### config.mk
export PLATFORM = sky130hd
export DESIGN_NAME = ro_demux_rx
export DESIGN_NICKNAME = d
export VERILOG_FILES = /design/src/rtl/ro_pkg.sv /design/src/rtl/ro_rec_fifo.sv /design/src/rtl/ro_demux_rx.sv
export SDC_FILE = /design/constraint.sdc
export NUM_CORES = 1
export LEC_CHECK = 0
export ABC_AREA = 1
export BUFFER_PORTS_ARGS = -buffer_cell sky130_fd_sc_hd__buf_4
export CAP_MARGIN = 20
export CORE_MARGIN = 2
export CORE_UTILIZATION = 30
export CTS_BUF_LIST = sky130_fd_sc_hd__clkbuf_8
export CTS_CLUSTER_SIZE = 8
export DETAILED_ROUTE_END_ITERATION = 10
export HOLD_SLACK_MARGIN = 0.08
export PLACE_DENSITY_LB_ADDON = 0.2
export SYNTH_ARGS = -nofsm -noshare
export SYNTH_HDL_FRONTEND = slang
export SYNTH_SLANG_ARGS = --single-unit
### constraint.sdc
create_clock -name clk -period 5.25 [get_ports clk]
set_input_delay 0.7875 -clock clk [delete_from_list [all_inputs] [get_ports clk]]
set_output_delay 0.7875 -clock clk [all_outputs]
set_load 0.1 [all_outputs]
### src/rtl/ro_pkg.sv
// Shared readout-bus types: default channel count, head record layout and a
// one-hot to index helper used by the receive demultiplexer.
package ro_pkg;

  localparam int RO_N_CH = 8;
  localparam int RO_CH_W = $clog2(RO_N_CH);

  typedef struct packed {
    logic [RO_CH_W-1:0] ch;
    logic               pol;
    logic               pol_eve;
  } ro_rec_t;

  // Caller guarantees at most one bit set; with none set the result is 0.
  function automatic int onehot_to_idx(input logic [31:0] v);
    onehot_to_idx = 0;
    for (int i = 0; i < 32; i++) begin
      if (v[i]) onehot_to_idx = i;
    end
  endfunction

endpackage

### src/rtl/ro_rec_fifo.sv
// Small synchronous ready/valid record FIFO; a push on a full FIFO with no
// simultaneous pop is dropped and flagged for one cycle on drop.
module ro_rec_fifo #(
  parameter int W     = 5,
  parameter int DEPTH = 4
) (
  input  logic         clk,
  input  logic         rstb,
  input  logic         push,
  input  logic [W-1:0] din,
  input  logic         ready,
  output logic         valid,
  output logic [W-1:0] dout,
  output logic         drop
);

  localparam int AW = $clog2(DEPTH);

  logic [W-1:0]  mem [DEPTH];
  logic [W-1:0]  last_q;
  logic [AW-1:0] wr_ptr, rd_ptr;
  logic [AW:0]   count;
  logic          empty, full, pop, do_push;

  assign empty   = (count == '0);
  assign full    = (count == (AW+1)'(DEPTH));
  assign pop     = !empty && ready;
  // When full, a same-cycle pop frees the slot the write lands in.
  assign do_push = push && (!full || pop);
  assign drop    = push && full && !pop;

  assign valid = !empty;
  assign dout  = empty ? last_q : mem[rd_ptr];

  // NOTE: the storage array is reset along with the pointers so the head
  // outputs are a defined 0 after reset rather than whatever the RAM holds.
  always_ff @(posedge clk or negedge rstb) begin
    if (!rstb) begin
      for (int i = 0; i < DEPTH; i++) mem[i] <= '0;
      last_q <= '0;
      wr_ptr <= '0;
      rd_ptr <= '0;
      count  <= '0;
    end else begin
      if (pop) begin
        last_q <= mem[rd_ptr];
        rd_ptr <= rd_ptr + 1'b1;
      end
      if (do_push) begin
        mem[wr_ptr] <= din;
        wr_ptr      <= wr_ptr + 1'b1;
      end
      case ({do_push, pop})
        2'b10:   count <= count + 1'b1;
        2'b01:   count <= count - 1'b1;
        default: count <= count;
      endcase
    end
  end

endmodule

### src/rtl/ro_demux_rx.sv
// Readout-bus receiver: decodes channel ownership from single-bit gray changes
// and streams {ch, pol, pol_eve} records. RO_EDGE_COUNT_EN adds ev_cnt counters.
module ro_demux_rx
  import ro_pkg::*;
#(
  parameter int N_CH       = RO_N_CH,
  parameter int CH_W       = $clog2(N_CH),
  parameter int FIFO_DEPTH = 4,
  parameter int CNT_W      = 8
) (
  input  logic              clk,
  input  logic              rstb,
  input  logic              en,
  input  logic [N_CH-1:0]   gray,
  input  logic              in_mux_pol,
  input  logic              in_mux_pol_eve,
  input  logic              out_ready,
  input  logic              clr_err,
  output logic              out_valid,
  output logic [CH_W-1:0]   out_ch,
  output logic              out_pol,
  output logic              out_pol_eve,
  output logic [N_CH-1:0]   ch_pol,
  output logic [N_CH-1:0]   ch_pol_eve,
  output logic              frame_done,
  output logic              err_multi,
  output logic              err_ovf
`ifdef RO_EDGE_COUNT_EN
  ,
  output logic [N_CH*CNT_W-1:0] ev_cnt
`endif
);

  logic [N_CH-1:0] g_q, g_qq, seen, diff, seen_nxt;
  logic            p_q, e_q, sampled, primed;
  logic            active, multi, slot, drop;
  logic [CH_W-1:0] slot_idx;
  ro_rec_t         push_rec, head_rec;

  // NOTE: registers use non-blocking assignments so every stage samples the
  // previous-cycle value of the stage before it.
  always_ff @(posedge clk or negedge rstb) begin
    if (!rstb) begin
      g_q     <= '0;
      g_qq    <= '0;
      p_q     <= 1'b0;
      e_q     <= 1'b0;
      sampled <= 1'b0;
      primed  <= 1'b0;
    end else begin
      g_q     <= gray;
      g_qq    <= g_q;
      p_q     <= in_mux_pol;
      e_q     <= in_mux_pol_eve;
      sampled <= 1'b1;
      primed  <= sampled;
    end
  end

  // NOTE: every output of this block gets a default first so no latch forms.
  always_comb begin
    diff     = g_q ^ g_qq;
    active   = en && primed;
    multi    = |(diff & (diff - 1'b1));
    slot     = active && (diff != '0) && !multi;
    slot_idx = CH_W'(onehot_to_idx(32'(diff)));
    seen_nxt = seen | diff;
    push_rec = '{ch: slot_idx, pol: p_q, pol_eve: e_q};
  end

  always_ff @(posedge clk or negedge rstb) begin
    if (!rstb) begin
      ch_pol     <= '0;
      ch_pol_eve <= '0;
      seen       <= '0;
      frame_done <= 1'b0;
      err_multi  <= 1'b0;
      err_ovf    <= 1'b0;
    end else begin
      frame_done <= 1'b0;
      if (slot) begin
        ch_pol[slot_idx]     <= p_q;
        ch_pol_eve[slot_idx] <= e_q;
        if (seen_nxt == '1) begin
          seen       <= '0;
          frame_done <= 1'b1;
        end else begin
          seen <= seen_nxt;
        end
      end
      // Set wins over a same-cycle clear.
      if (active && multi) err_multi <= 1'b1;
      else if (clr_err)    err_multi <= 1'b0;
      if (drop)            err_ovf   <= 1'b1;
      else if (clr_err)    err_ovf   <= 1'b0;
    end
  end

  ro_rec_fifo #(
    .W     ($bits(ro_rec_t)),
    .DEPTH (FIFO_DEPTH)
  ) u_fifo (
    .clk   (clk),
    .rstb  (rstb),
    .push  (slot),
    .din   (push_rec),
    .ready (out_ready),
    .valid (out_valid),
    .dout  (head_rec),
    .drop  (drop)
  );

  assign out_ch      = head_rec.ch;
  assign out_pol     = head_rec.pol;
  assign out_pol_eve = head_rec.pol_eve;

`ifdef RO_EDGE_COUNT_EN
  logic [CNT_W-1:0] cnt [N_CH];

  // Rising edge is judged against the stored state before this commit.
  always_ff @(posedge clk or negedge rstb) begin
    if (!rstb) begin
      for (int i = 0; i < N_CH; i++) cnt[i] <= '0;
    end else if (slot && p_q && !ch_pol[slot_idx]) begin
      cnt[slot_idx] <= cnt[slot_idx] + CNT_W'(1);
    end
  end

  for (genvar k = 0; k < N_CH; k++) begin : g_ev
    assign ev_cnt[k*CNT_W +: CNT_W] = cnt[k];
  end
`endif

endmodule

==> out/metrics.yaml, run 1 <==
run_status: "completed"
detail_route.first_pass.iterations: 4
multi_input_area_um2: 1416
vias: 2851
vdd_drop_max_uv: 127.4
syn_avg_cell_area_um2: 8.374
clock.fmax_mhz: 353.0
cts-hold-fix-buffers: 0
drt-initial-drc-count: 145
cp_max_fo: 12
cts.repair.resized: 0
final_common_cell: "nand2_1"
hold_class: "reg -> reg"
drive_gt1_share_pct: 14.44
vias_per_cell: 4.562
final_cells: 625
synth_cell_types: 25
finalNetCount: 494
whs_ns: 0.3569
p_total_uw: 1801
synthToLayoutAreaGrowth_pct: 18.53
post_cts_buffers: 0
die_h_um: 113.9
htree_levels: 3
die_w_um: 113.9
power_density_nw_per_um2: 419.1
ys_seq_elements: 79
row_count: 40
timing.setup.tns_ns: 0
use_met3_pct: 3.241
grt_use_met1_pct: 19.29
dieArea_um2: 12980
overflow: 0
fillers: 1234
drc: 0
wirelength_um: 8104
max-cap-violations: 0
io_buffers: 39
end_kind: "primary output"
worstSetupStartpointType: "flop"
final_antenna_net_count: 0
core_um2: 11910
start_util_pct: 30.44
slew_violations: 0
dp.cells: 608
ys_seq_area_share_pct: 54.52
cp_data_arrival_time_ns: 2.05
cts_tree: "yes"
use_met2_pct: 20.40
seqCellArea_um2: 1977
synthCells: 433
finalCriticalPeriod_ns: 2.833
gr-max-usage-layer: "met2"
cts_buffer_depth: 2
hold_viol: 0
clk_pin_slew_ns: 0.08
final-setup-viol-count: 0
skew_ns: 0.006452
first_global_vias: 2792
mostFrequentLayoutCells: "nand2_1, dfrtp_1, inv_1"
drt-wirelength-per-cell_um: 12.97
worst_pin_slew_ns: 0.9046
antenna_found_initial: 0
dp.final_hpwl_um: 5731
criticalPathCategory: "reg -> out"
rsz0062_at_grt: "no"
p_leak_uw: 0.002267
cts_sinks: 79
numCtsBuffers: 9
clock-root-buffer: "clkbuf_8"
relSlewSlack_pct: 39.53
diodes: 0
grt_start_max_net_pins: 80
insertion_delay_ns: 0.35
synthesis.nets: 454
gp_congestion: 0.8212
grt_pass1_wl_um: 13850
finalCritPeriodShare_pct: 53.95
syn_area_um2: 3626
cp.required_ns: 4.46
gr-usage-all-layers_pct: 13.69
ys_warn_count: 0
ios: 40
## report_power, final
group / total, µW / switching [µW] / internal [µW]
Combinational: 568 / 433 / 135
Sequential: 722 / 52.0 / 670
Clock: 511 / 221 / 290
Total: 1800 / 707 / 1090
## cells in the mapped netlist
master / n / area (µm²)
nand2_2: 5 / 31.28
buf_6: 1 / 11.26
nand2_1: 179 / 671.9
a21oi_1: 13 / 65.06
clkbuf_1: 8 / 30.03
or2_2: 2 / 12.51
fa_1: 1 / 20.02
xnor2_1: 1 / 8.760
xor2_1: 2 / 17.52
nand3_1: 13 / 65.06
nand3_2: 1 / 10.01
conb_1: 1 / 3.750
ha_1: 5 / 62.56
nand4_1: 25 / 156.4
nor3_4: 1 / 16.27
a21oi_2: 2 / 17.52
dfrtp_1: 79 / 1977
a32o_1: 5 / 50.05
nor2_4: 3 / 33.78
inv_1: 44 / 165.2
nor2_1: 18 / 67.56
clkinv_1: 1 / 3.750
o22ai_1: 5 / 31.28
o21ai_0: 15 / 75.07
buf_4: 3 / 22.52
## through the flow
stage | instance area (µm²) | setup slack [ns] | util [%]
detailed placement | 4046 | 2.130 | 33.97
global placement | 4046 | 2.162 | 33.97
floorplan | 3626 | 0.9093 | -
global route | 4298 | 2.136 | 36.08
finish | 4298 | 2.417 | 36.08
CTS | 4270 | 2.371 | 35.85
## final timing paths
kind                                        from               to  slack [ns]  depth (start not counted)
worst max-delay path            u_fifo.rd_ptr[0]        out_ch[0]        2.42                          5
worst min-delay path                     sampled           primed        0.36                          0
worst max register to register   u_fifo.count[0]  u_fifo.count[2]        2.52                          9
worst min register to register           sampled           primed        0.36                          0
max in group asynchronous                   rstb   u_fifo.mem[13]        4.28                          2
min in group asynchronous                   rstb           g_q[4]        0.38                          1
## metal layers
metal	share of wire, %	vias up
met5	0	-
met4	1.3	0
met3	3.4	7
met2	44	52
met1	51	1335
li1	-	1457
## logic make-up after synthesis
family	Yosys count	synth area share [%]
other	1	0.1034
XOR/XNOR	3	0.7248
buffers and inverters	57	6.418
adder cells (fa/ha/maj)	6	2.277
AND/OR/NAND/NOR	247	29.36
flip-flops	79	54.52
AO/OA/AOI/OAI	40	6.591
## layout make-up
cell class,instances,area share (%)
repair buffers,41,7.627
multi-input cells,297,32.95
well taps,147,4.279
flip-flops and latches,79,46.00
inverters,45,3.930
clock buffers,11,3.523
clock inverters,5,1.689
## flip-flops by register name, indices dropped and copies added (netlist names)
register	count
u_fifo.last_q	5
err_multi	1
err_ovf	1
e_q	1
primed	1
p_q	1
u_fifo.wr_ptr	2
u_fifo.rd_ptr	2
ch_pol_eve	8
sampled	1
u_fifo.count	3
g_q	8
ch_pol	8
frame_done	1
g_qq	8
u_fifo.mem	20
seen	8
## worst max-delay path, stage by stage (launching register included)
cell and delay, ns:
dfrtp_1 0.52, inv_1 0.31, nand2_1 0.10, a32o_1 0.25, o21ai_0 0.19, buf_4 0.32
Note: power is estimated with default switching activity, not from simulation.
==> run 2, diff against run 1 <==
Clock period 5.25 ns to 2.9 ns, I/O delays scaled along.
==> run 2 against run 1 <==
Effect of this change:
- via count rose by 0.46%
- wire length rose by 0.53%
- clock power rose by 41%
- worst hold slack got worse by 0.18 ns
- clock skew rose by 0.0051 ns
- sequential share of layout area rose by 0.46 points
- non-clock buffer count rose by 2
- global-route usage fell by 0.11 points
- combinational power rose by 85%
- setup slack got worse by 2.0 ns
- power rose by 71%
- sequential power rose by 81%
- critical endpoint is now u_fifo.count[2]
- largest power group unchanged
==> out/metrics.yaml, run 2 (synthesized netlist as in run 1, its figures left out) <==
io_buffers: 39
overflow: 0
antenna_found_initial: 0
critPathMostFrequentCell: "nand2_1"
drive_gt1_share_pct: 14.61
insertion_delay_ns: 0.36
intPower_uw: 1790
p_leak_uw: 0.002244
max-cap-violations: 0
vias_per_cell: 4.575
detail_route.first_pass.iterations: 4
criticalPathCategory: "reg -> reg"
final_antenna_net_count: 0
p_sw_share_pct: 41.92
gr-usage-all-layers_pct: 13.58
run_status: "completed"
critPathSlowestCell: "dfrtp_1"
final-setup-viol-count: 0
row_count: 40
cp.required_ns: 3.14
htree_levels: 3
worst_pin_slew_ns: 0.5126
clk_pin_slew_ns: 0.08
start_util_pct: 30.44
dieArea_um2: 12980
vdd_drop_max_uv: 297.4
fillers: 1229
design_area_um2: 4255
worstSetupStartpointType: "flop"
cts_tree: "yes"
cp_num_buf_inv: 2
slew_violations: 0
drc: 0
rsz0062_at_grt: "no"
drt-initial-drc-count: 146
cts_buffer_depth: 2
worstPathCellList: "inv_1, nand2_1, nand2_1, nand2_1, nor2_1, nand2_1, nand2_1, nor3_4, nand2_1, ha_1, inv_1, fa_1, a21oi_1, o21ai_0, xor2_1"
power_frac_seq_pct: 42.4
finalNetCount: 496
finalCritPeriodShare_pct: 85.16
slowest_delay_ns: 0.39
clock-root-buffer: "clkbuf_8"
numCtsBuffers: 9
crit_family: "simple AND/OR/NAND/NOR gates"
grt_start_max_net_pins: 80
final_common_cell: "nand2_1"
diodes: 0
ios: 40
core_um2: 11910
finalCriticalPeriod_ns: 2.470
cp_max_fo: 8
hold_class: "in -> reg"
mostFrequentLayoutCells: "nand2_1, dfrtp_1, inv_1"
grt_pass1_wl_um: 13620
cts_sinks: 79
die_h_um: 113.9
post_cts_buffers: 0
end_kind: "flop"
clock.fmax_mhz: 404.9
relSlewSlack_pct: 65.83
wirelength_um: 8147
place_area_um2: 4054
power_density_nw_per_um2: 724.5
vias: 2864
skew_ns: 0.01151
combinationalPowerShare_pct: 34.2
dp.final_hpwl_um: 5694
timing.setup.tns_ns: 0
gp_congestion: 0.7540
hold_viol: 0
top_register: "u_fifo.mem"
first_global_vias: 2715
die_w_um: 113.9
largest_register_ffs: 20
cp_data_arrival_time_ns: 2.71
synthToLayoutAreaGrowth_pct: 17.36
pwr-share-clk_pct: 23.4
drt-wirelength-per-cell_um: 13.01
p_sw_uw: 1292
## run 2: changes by cell type in the layout (fill, tap and decap cells not counted)
cell	delta
buf_4	+1
dlygate4sd3_1	+1
clkinv_2	+2
o21ai_1	+5
inv_1	-1
o21ai_0	-5
clkinvlp_4	+1
clkbuf_8	-1
bufinv_16	-2
## run 2: worst paths after layout
kind	to	cells after the start	slack (ns)	from
worst max-delay path	u_fifo.count[2]	15	0.43	g_q[7]
worst min-delay path	p_q	1	0.18	in_mux_pol
worst max register to register	u_fifo.count[2]	15	0.43	g_q[7]
worst min register to register	primed	0	0.36	sampled
max in group asynchronous	ch_pol_eve[3]	3	1.76	rstb
min in group asynchronous	g_q[2]	2	0.54	rstb
## run 2: stage by stage
step	util (%)	hold WS (ns)	setup WS (ns)	total power, µW	cells
after floorplan	-	0.1394	-0.3422	2135	433
after global placement	34.03	0.3330	0.4904	2366	609
after detailed placement	34.03	0.3404	0.4148	2382	609
after CTS	35.41	0.1568	0.4089	3121	624
after global routing	35.72	0.1477	0.1196	3264	626
final	35.72	0.1765	0.4304	3083	626
## run 2: what timing repair did
item / in CTS / in global routing
gates resized for setup: 0 / 0
hold endpoints to repair: 0 / 28
hold buffers: 0 / 1
## run 2: metal layers
metal | vias to the layer above | wire, µm | GRT usage [%]
li1 | 1463 | - | -
met1 | 1337 | 4026 | 18.85
met2 | 58 | 3674 | 20.32
met3 | 6 | 358 | 4.304
met4 | 0 | 88 | 4.146
met5 | - | 0 | 0
## run 2: cell type report
| type | count | area [µm²] | share of cell area [%] |
|---|---|---|---|
| sequential | 79 | 1977 | 46.46 |
| multi-input combinational | 297 | 1416 | 33.28 |
| timing repair buffer | 43 | 345.3 | 8.115 |
| tap | 147 | 183.9 | 4.322 |
| inverter | 45 | 168.9 | 3.969 |
| clock buffer | 10 | 137.6 | 3.234 |
| clock inverter | 5 | 26.28 | 0.6175 |
## run 2: worst reg2reg max path, cell delays in order, from the launching register on
cell     delay, ns
dfrtp_1       0.39
inv_1         0.06
nand2_1       0.04
nand2_1       0.18
nand2_1       0.12
nor2_1        0.22
nand2_1       0.09
nand2_1       0.12
nor3_4        0.06
nand2_1       0.10
ha_1          0.15
inv_1         0.06
fa_1          0.37
a21oi_1       0.14
o21ai_0       0.11
xor2_1        0.15
## run 2: power by group through the flow
| stage | clock [µW] | combinational, µW | sequential [µW] |
|---|---|---|---|
| after floorplan | 0 | 791 | 1340 |
| after global routing | 809 | 1130 | 1320 |
| after global placement | 0 | 1040 | 1320 |
| after CTS | 758 | 1060 | 1310 |
| after detailed placement | 0 | 1050 | 1330 |
| final | 720 | 1050 | 1310 |
==> run 3, diff against run 2 <==
Settings changed: CORE_UTILIZATION 30 to 50.
==> run 3 against run 2 <==
Effect of this change:
- non-clock buffer count decreased by 2
- utilization rose by 23 points
- maximum frequency stayed put
- sequential share of layout area grew 0.99 points
- sequential power hardly changed
- clock skew increased by 0.0019 ns
- critical path depth did not move
- register-to-register slack barely moved
- power down 0.31%
- final cell count fell by 7.8%
- via count is 1.5% higher
- critical endpoint unchanged
- largest cell class unchanged
- highest routed layer unchanged
==> out/metrics.yaml, run 3 (synthesized netlist as in run 1, its figures left out) <==
run_status: "completed"
gp_congestion: 0.8245
timing.setup.tns_ns: 0
final-setup-viol-count: 0
slew_violations: 0
grt_pass1_wl_um: 12480
drt-initial-drc-count: 200
post_cts_buffers: 0
vias_per_cell: 5.036
p_leak_uw: 0.002221
clk_pin_slew_ns: 0.09
cp_data_arrival_time_ns: 2.70
hold_viol: 0
max-cap-violations: 0
critPathMostFrequentCell: "nand2_1"
dieArea_um2: 7950
top_register: "u_fifo.mem"
final_common_cell: "nand2_1"
dp.cells: 561
clock-root-buffer: "clkbuf_8"
hold_class: "in -> reg"
vias: 2906
detail_route.first_pass.iterations: 4
post-route-util_pct: 58.38
overflow: 0
regToRegStartpoint: "g_q[7]"
post-place-ws_ns: 0.4300
io_buffers: 39
cts.repair.resized: 0
rsz0062_at_grt: "no"
cts_sinks: 79
p_sw_share_pct: 42.31
cts-hold-fix-buffers: 0
vdd_drop_max_uv: 343.1
row_count: 31
crit_family: "simple AND/OR/NAND/NOR gates"
ios: 40
drt-wirelength-per-cell_um: 12.87
final_antenna_net_count: 0
die_w_um: 89.16
cts_buffer_depth: 2
pwr-share-clk_pct: 23.5
worstPathCellList: "inv_1, nand2_1, nand2_1, nand2_1, nor2_1, nand2_1, nand2_1, nor3_4, nand2_1, ha_1, inv_1, fa_1, a21oi_1, o21ai_0, xor2_1"
setup_slack_ns: 0.4304
synthToLayoutAreaGrowth_pct: 14.91
largest_register_ffs: 20
critPathSlowestCell: "dfrtp_1"
finalCriticalPeriod_ns: 2.470
drc: 0
diodes: 0
hp-start: "gray[5]"
insertion_delay_ns: 0.35
combinationalPowerShare_pct: 33.9
grt_start_max_net_pins: 80
criticalPathCategory: "reg -> reg"
worstSetupStartpointType: "flop"
worstSetupStartpoint: "g_q[7]"
fillers: 683
end_kind: "flop"
numCtsBuffers: 9
power_frac_seq_pct: 42.6
final_cells: 577
power_density_nw_per_um2: 737.6
die_h_um: 89.16
slowest_delay_ns: 0.39
first_global_vias: 2651
finalNetCount: 494
cp.required_ns: 3.13
start_util_pct: 50.81
drive_gt1_share_pct: 14.64
intPower_uw: 1773
htree_levels: 3
mostFrequentLayoutCells: "nand2_1, dfrtp_1, inv_1"
finalCritPeriodShare_pct: 85.16
skew_ns: 0.01337
cp_num_buf_inv: 2
dp.final_hpwl_um: 5210
gr-usage-all-layers_pct: 20.67
cts_tree: "yes"
p_total_uw: 3073
worst_pin_slew_ns: 0.9706
cp_max_fo: 8
core_um2: 7137
clock.fmax_mhz: 404.9
antenna_found_initial: 0
relSlewSlack_pct: 35.29
wirelength_um: 7428
p_sw_uw: 1300
-- run 3: area by class of cell --
| cell class | count | area (µm²) | share of cell area, % |
|---|---|---|---|
| tap | 99 | 123.9 | 2.973 |
| inverter | 45 | 168.9 | 4.054 |
| sequential | 79 | 1977 | 47.45 |
| clock inverter | 7 | 48.80 | 1.171 |
| clock buffer | 9 | 123.9 | 2.973 |
| multi-input combinational | 297 | 1416 | 33.99 |
| timing repair buffer | 41 | 307.8 | 7.387 |
-- run 3: power by group through the flow --
stage	clock [µW]	sequential [µW]	combinational, µW
3_5_place_dp	0	1330	1050
5_1_grt	800	1320	1120
2_1_floorplan	0	1340	791
3_3_place_gp	0	1320	1030
6_report	722	1310	1040
4_1_cts	746	1310	1050
-- run 3: worst reg2reg max path: cells and delay by family, from the launching register on --
kind                       cells  cell delay, ns
xor gates and xnor gates       1            0.15
DFF                            1            0.39
and+or+nand+nor                8            0.90
adders and majority gates      2            0.52
AOI/OAI and AO/OA              2            0.25
buffers and inverters          2            0.11
-- run 3: final timing paths --
check                                        end  slack, ns  depth (start not counted)
worst max-delay path             u_fifo.count[2]       0.43                         15
worst min-delay path                      g_q[5]       0.18                          1
worst min register to register            primed       0.36                          0
min in group asynchronous                 g_q[0]       0.23                          1
worst max register to register   u_fifo.count[2]       0.43                         15
max in group asynchronous       u_fifo.last_q[0]       2.05                          1
-- run 3: routing by layer --
| metal | track usage [%] | wire length [µm] | up-vias |
|---|---|---|---|
| met3 | 5.540 | 338 | 10 |
| met5 | 0 | 0 | - |
| met4 | 6.920 | 116 | 0 |
| li1 | - | - | 1459 |
| met1 | 29.12 | 3658 | 1381 |
| met2 | 31.25 | 3313 | 56 |
-- run 3: through the flow --
| step | hold slack, ns | instance area [µm²] |
|---|---|---|
| after detailed placement | 0.3403 | 3994 |
| after global placement | 0.3358 | 3994 |
| final | 0.1802 | 4167 |
| after CTS | 0.1644 | 4167 |
| after floorplan | 0.1394 | 3626 |
| after global routing | 0.1538 | 4167 |
